===== src/rtl/regfile_dump_pkg.sv =====
// Shared types for the register-file dump engine.
package regfile_dump_pkg;

  // Sweep sequencer states: LOAD samples one location, SEND offers it downstream.
  typedef enum logic [1:0] {
    IDLE = 2'd0,
    LOAD = 2'd1,
    SEND = 2'd2,
    DONE = 2'd3
  } dump_state_t;

endpackage


===== src/rtl/regfile_dump.sv =====
// Debug readout engine: walks every register-file location and streams
// {address, data} pairs out over a valid/ready handshake.
//
// Output handshake: a word transfers on a rising edge where out_valid and
// out_ready are both high. Once out_valid rises it stays high, with out_addr
// and out_data frozen, until that transfer or an abort. out_ready may be high
// before out_valid; it has no effect while out_valid is low.
module regfile_dump
  import regfile_dump_pkg::*;
#(
  parameter int Nloc  = 32,
  parameter int Dbits = 32,
  localparam int Abits = (Nloc > 1) ? $clog2(Nloc) : 1
) (
  input  logic              clock,
  input  logic              reset,
  input  logic              start,
  input  logic              abort,
  output logic              busy,
  output logic              done,
  output logic [Abits-1:0]  rf_addr,
  input  logic [Dbits-1:0]  rf_data,
  output logic              out_valid,
  input  logic              out_ready,
  output logic [Abits-1:0]  out_addr,
  output logic [Dbits-1:0]  out_data,
  output dump_state_t       dbg_state
);

  // Terminal count; comparing against it (not wrapping) handles any Nloc.
  localparam logic [Abits-1:0] LastAddr = Abits'(Nloc - 1);

  dump_state_t      r_state;
  logic [Abits-1:0] r_count;
  logic             r_busy;
  logic             r_done;
  logic             r_out_valid;
  logic [Abits-1:0] r_out_addr;
  logic [Dbits-1:0] r_out_data;

  logic             w_handshake;
  logic             w_last;

  assign w_handshake = r_out_valid & out_ready;
  assign w_last      = (r_count == LastAddr);

  // Sequencer, location counter, output word and status flags all advance together.
  always_ff @(posedge clock or posedge reset) begin
    if (reset) begin
      r_state     <= IDLE;
      r_count     <= '0;
      r_busy      <= 1'b0;
      r_done      <= 1'b0;
      r_out_valid <= 1'b0;
      r_out_addr  <= '0;
      r_out_data  <= '0;
    end else begin
      unique case (r_state)
        IDLE: begin
          // abort is meaningless here, so start always wins.
          if (start) begin
            r_state <= LOAD;
            r_count <= '0;
            r_busy  <= 1'b1;
          end
        end

        LOAD: begin
          if (abort) begin
            r_state <= IDLE;
            r_busy  <= 1'b0;
          end else begin
            // Snapshot of the location as it stands at this edge.
            r_out_addr  <= r_count;
            r_out_data  <= rf_data;
            r_out_valid <= 1'b1;
            r_state     <= SEND;
          end
        end

        SEND: begin
          if (abort) begin
            // A word accepted on this same edge is simply the last one emitted.
            r_state     <= IDLE;
            r_busy      <= 1'b0;
            r_out_valid <= 1'b0;
          end else if (w_handshake) begin
            r_out_valid <= 1'b0;
            if (w_last) begin
              r_state <= DONE;
              r_done  <= 1'b1;
            end else begin
              r_count <= r_count + Abits'(1);
              r_state <= LOAD;
            end
          end
        end

        DONE: begin
          r_state <= IDLE;
          r_busy  <= 1'b0;
          r_done  <= 1'b0;
        end

        default: begin
          r_state     <= IDLE;
          r_busy      <= 1'b0;
          r_done      <= 1'b0;
          r_out_valid <= 1'b0;
        end
      endcase
    end
  end

  assign busy      = r_busy;
  assign done      = r_done;
  assign rf_addr   = r_count;
  assign out_valid = r_out_valid;
  assign out_addr  = r_out_addr;
  assign out_data  = r_out_data;
  assign dbg_state = r_state;

endmodule


===== config.mk =====
export PLATFORM = sky130hd
export DESIGN_NAME = regfile_dump
export DESIGN_NICKNAME = d
export VERILOG_FILES = /design/src/rtl/regfile_dump_pkg.sv /design/src/rtl/regfile_dump.sv
export SDC_FILE = /design/constraint.sdc
export NUM_CORES = 1
export LEC_CHECK = 0
export BUFFER_PORTS_ARGS = -buffer_cell sky130_fd_sc_hd__clkbuf_2
export CAP_MARGIN = 20
export CORE_ASPECT_RATIO = 1.25
export CORE_MARGIN = 2
export CORE_UTILIZATION = 43
export DETAILED_ROUTE_END_ITERATION = 8
export GPL_ROUTABILITY_DRIVEN = 0
export GPL_TIMING_DRIVEN = 0
export PLACE_DENSITY_LB_ADDON = 0.08
export SETUP_SLACK_MARGIN = 0.3
export SLEW_MARGIN = 20
export SYNTH_ARGS = -nofsm -noshare
export SYNTH_HDL_FRONTEND = slang
export SYNTH_SLANG_ARGS = --single-unit

===== constraint.sdc =====
create_clock -name clock -period 1.7 [get_ports clock]
set_input_delay 0.17 -clock clock [delete_from_list [all_inputs] [get_ports clock]]
set_output_delay 0.17 -clock clock [all_outputs]
set_load 0.05 [all_outputs]

After elaboration in Yosys (flattened, before gate mapping). Cells that the tools add are included. Widths: inputs -> output; s select.

Flip-flop bits (word level): 47. Bits in latches: 0. RAM bits: 0. Memory bits (read-only): 0. Logic and storage cells: 55. Memories kept: 0.

Add/sub/neg operators: 1. Multiply operators: 0. Div/mod/pow operators: 0. $lt $le $gt $ge: 0. Eq/ne operators: 12. Shift-type cells: 0. Mux-type cells: 22. Bitwise operators: 2. Reductions and logical operators: 11.

Operators with widths (count): $mux 5 (4); $ne 2x2->1 const B (6); $mux 2 (5); $pmux 5 s2 (1); $mux 1 (8); $pmux 2 s4 (1); $reduce_and 2->1 (3); $reduce_bool 2->1 (3); $add 5x1->5 const B (1); $eq 5x5->1 const B (1); $reduce_and 5->1 (1); $eq 2x2->1 const B (2); $pmux 1 s2 (2); $reduce_and 4->1 (1); $ne 3x3->1 const B (1); $pmux 1 s3 (1); $reduce_and 3->1 (1); $eq 2x1->1 const B (1); $logic_not 2->1 (1); $ne 2x1->1 const B (1); $reduce_or 2->1 (1); $and 1x1->1 (1); $not 1->1 (1).

Depth between registers and ports, before layout.
Word-level depth: 5. Depth in mapped cells: 7. Mapped depth without buffers: 6.

Worst setup path before layout. OpenSTA, ideal clock, no wires.

Path type: register to register. From: register r_count[0] (netlist: rf_addr[0]). To: register r_count[4] (netlist: rf_addr[4]). Setup time: 104 ps. Data arrival time: 1994 ps. Required time: 1596 ps. Path slack: -398 ps. Stages on the path, launching flop included: 7. Path buffers: 0. Period minus slack after synthesis: 2098 ps. Cell sequence: dfrtp_1 > ha_1 > and3_1 > ha_1 > and4bb_1 > mux2_1 > o311ai_1.

Cells in the longest elaborated chain, start to end: 5. Elaborated cells on any way between the ends: 8. Those cells by class: add/sub (1); eq/ne (2); mux (4); reduce/logical (1).

RTL lines: from (decl) (RTL line regfile_dump.sv:34) `logic [Abits-1:0] r_count;`; from (signal assigned) (RTL line regfile_dump.sv:93) `r_count <= r_count + Abits'(1);`; $add 5x1->5 (RTL line regfile_dump.sv:93); $mux 5 (RTL line regfile_dump.sv:89) `if (w_last) begin`; $mux 5 (RTL line regfile_dump.sv:87) `end else if (w_handshake) begin`; $mux 5 (RTL line regfile_dump.sv:82) `if (abort) begin`; $pmux 5 s2 (RTL line regfile_dump.sv:58) `unique case (r_state)`.

Several ways; a longest one is shown, not always the timed one. The select of a mux whose other input is x is not followed. A chain may end at the register's enable or synchronous reset.

Worst setup path after layout. Ends and elaborated chain as after synthesis.

==> reports/qor.yml <==
status: "finished with violations"
violations: "negative setup slack"
antenna_found_initial: 0
layout-drive-gt1-share_pct: 68.20
pre_cts_ws_ps: -167.2
routedWlPerCell_um: 14.68
syn_avg_cell_area_um2: 14.23
report.final.slew_viol_count: 0
synth_edf_count: 0
fin_worst_skew_ps: 5.180
diodes: 0
hold_viol_final: 0
crit_slowest_cell: "dfrtp_2"
htree_levels: 2
grtUsageTotal_pct: 17.48
ir_drop_v: 0.001213
path_max_fanout: 4
worstSetupStartpoint: "rf_addr[0]$_DFFE_PP0P_"
dp_cells: 293
crit_type: "reg2reg"
wl_um: 4713
ys_seq_area_share_pct: 55.46
drv_cap: 0
area_delta_synth_final_pct: 54.87
clockPowerShare_pct: 13.1
synthTopCellsByArea: "dfrtp_1 (55%), mux2_4 (13%), mux2_2 (9.6%)"
die_height_um: 82.52
fin_ws_ps: -73.02
synth_seq_cells: 47
finalCritPeriodShare_pct: 104.3
cp.arrival_ps: 1970
hpwl_um: 3242
p_switching_mw: 3.226
synth_area_um2: 2121
ant_nets: 0
first_global_vias: 1480
gr-usage-met3_pct: 4.743
setup_violations: 3
p_leak_nw: 1.620
drc: 0
path_buf_inv: 0
yosysMostFrequentCell: "dfrtp_1"
grt_setup_unrepaired: "yes"
fin_cells: 321
crit_top_cell: "ha_4"
coreArea_um2: 4730
worstPathRequired_ps: 1900
p_int_mw: 3.901
synth_async_sr_flop_share_pct: 100.0
initial_utilization_pct: 44.84
clk_latency_ps: 290
vias: 1589
cp-end-kind: "flip-flop"
ios: 84
dr.pass1.iters: 4
regToRegStartpoint: "rf_addr[0]$_DFFE_PP0P_"
via_per_inst: 4.950
ys_warn_count: 0
cts_sinks: 47
grt_use_met2_pct: 27.50
grt_most_used_layer: "met2"
fin_setup_tns_ps: -113.1
hold_ws_ps: 107.7
grt_pass1_wl_um: 7231
synth_cell_types: 31
crit_family: "simple AND/OR/NAND/NOR gates"
syn-num-nets: 192
power_density_nw_per_um2: 2170
p_comb_share_pct: 60.5
ys_top_cells_by_count: "dfrtp_1 (47), mux2_4 (19), mux2_2 (18), nand2_1 (9), ha_1 (6)"
die-area_um2: 5514
clockBufferDepth: 2
min_path_type: "in2reg"
min_from: "rf_data[0]"
cp-start-kind: "flip-flop"
die_w_um: 66.82
sw_frac_of_total_pct: 45.26
numCtsBuffers: 5
finalCriticalPeriod_ps: 1773
max_stage_delay_ps: 430
drt_iter0_drc: 46
rows: 28
use_met1_pct: 23.83
cts.clk_slew.worst_paths_ps: 80
portBuffers: 83
clock-root-buffer: "clkbuf_8"
grt_max_degree: 28
fmax_mhz: 564.0
worstMarginPinSlew_ps: 629.1
grt-ovfl-total: 0
fin_nets: 303
cts_tree: "yes"
synth_top_area_cell: "dfrtp_1"
ys.flop_type: "dfrtp_1"
crit_chain: "ha_4, and3_4, ha_4, and4bb_4, mux2_4, o311ai_2"
netlist.area_leader.share_pct: 55.46
syn_inst: 149
pwr-share-seq_pct: 26.4
slew_headroom_pct: 58.00
==> timing repair <==
action | CTS | global route
gates cloned | 3 | 0
endpoints found under the setup margin | 45 | 46
hold endpoints to repair | 26 | 0
setup buffers | 13 | 3
resized for setup | 18 | 11
hold buffers | 1 | 0
pin swaps | 6 | 6
==> worst paths after layout <==
| kind | end | slack, ps | cells past startpoint |
|---|---|---|---|
| hold reg to reg | out_data[12]$_DFFE_PP0P_ | 510 | 1 |
| hold / removal | out_data[0]$_DFFE_PP0P_ | 110 | 2 |
| min in group asynchronous | busy$_DFFE_PP0P_ | 490 | 3 |
| setup reg to reg | rf_addr[4]$_DFFE_PP0P_ | -70 | 6 |
| setup / recovery | rf_addr[4]$_DFFE_PP0P_ | -70 | 6 |
| max in group asynchronous | out_data[22]$_DFFE_PP0P_ | 690 | 4 |
==> cell type report <==
cell class / instances / area, um^2
Fill cell: 351 / 1445
Sequential cell: 47 / 1184
Multi-Input combinational cell: 91 / 1075
Timing Repair Buffer: 104 / 706.9
Buffer: 5 / 86.33
Tap cell: 60 / 75.07
Clock buffer: 6 / 72.57
Clock inverter: 2 / 60.06
Inverter: 6 / 25.02
==> metrics by stage <==
| step | util (%) | instance area (um^2) | power, mW |
|---|---|---|---|
| 5_1_grt | 69.44 | 3284 | 7.495 |
| 2_1_floorplan | - | 2295 | 4.908 |
| 4_1_cts | 68.17 | 3224 | 7.099 |
| 6_report | 69.44 | 3284 | 7.128 |
| 3_3_place_gp | 58.89 | 2785 | 5.641 |
| 3_5_place_dp | 59.47 | 2813 | 5.676 |
==> kinds of logic (layout without fill, tap and decap cells) <==
family / Yosys count / count (layout) / synth area share, %
buf+inv: 11 / 123 / 3.127
compound gates: 19 / 19 / 6.608
mux: 40 / 40 / 24.48
flops: 47 / 47 / 55.46
fa+ha+maj: 6 / 6 / 3.540
simple gates: 26 / 26 / 6.785
==> state kept, by name (all words and copies together) (netlist names) <==
register / flops
dbg_state: 2
out_data: 32
done: 1
rf_addr: 5
out_valid: 1
out_addr: 5
busy: 1
==> layer usage <==
| metal | part of all wire [%] | up-vias |
|---|---|---|
| li1 | - | 754 |
| met1 | 44 | 779 |
| met2 | 49 | 54 |
| met3 | 6.9 | 2 |
| met4 | 0.45 | 0 |
| met5 | 0 | - |
==> cell usage in the layout, fill, tap and decap left out, types with 2 or more instances in the layout <==
| master | instances |
|---|---|
| mux2i_1 | 2 |
| ha_4 | 5 |
| buf_12 | 5 |
| dfrtp_1 | 41 |
| clkbuf_8 | 5 |
| nand3_1 | 4 |
| o2bb2ai_1 | 2 |
| bufinv_16 | 2 |
| buf_6 | 8 |
| buf_16 | 4 |
| buf_4 | 7 |
| inv_1 | 2 |
| o311ai_2 | 2 |
| clkbuf_2 | 83 |
| o21ai_0 | 2 |
| nor2_1 | 2 |
| o211ai_1 | 2 |
| dfrtp_2 | 6 |
| a21oi_1 | 4 |
| inv_2 | 3 |
| mux2_4 | 38 |
| nor2b_4 | 3 |
| nand2_1 | 9 |
==> power by group through the flow <==
stage	logic, mW	clock network (mW)	registers [mW]
floorplan	1.39	0	3.52
global placement	3.74	0	1.90
detailed placement	3.76	0	1.92
CTS	4.26	0.965	1.88
global route	4.54	1.02	1.94
finish	4.31	0.937	1.88
No activity file was read; power rests on OpenSTA's default activity.
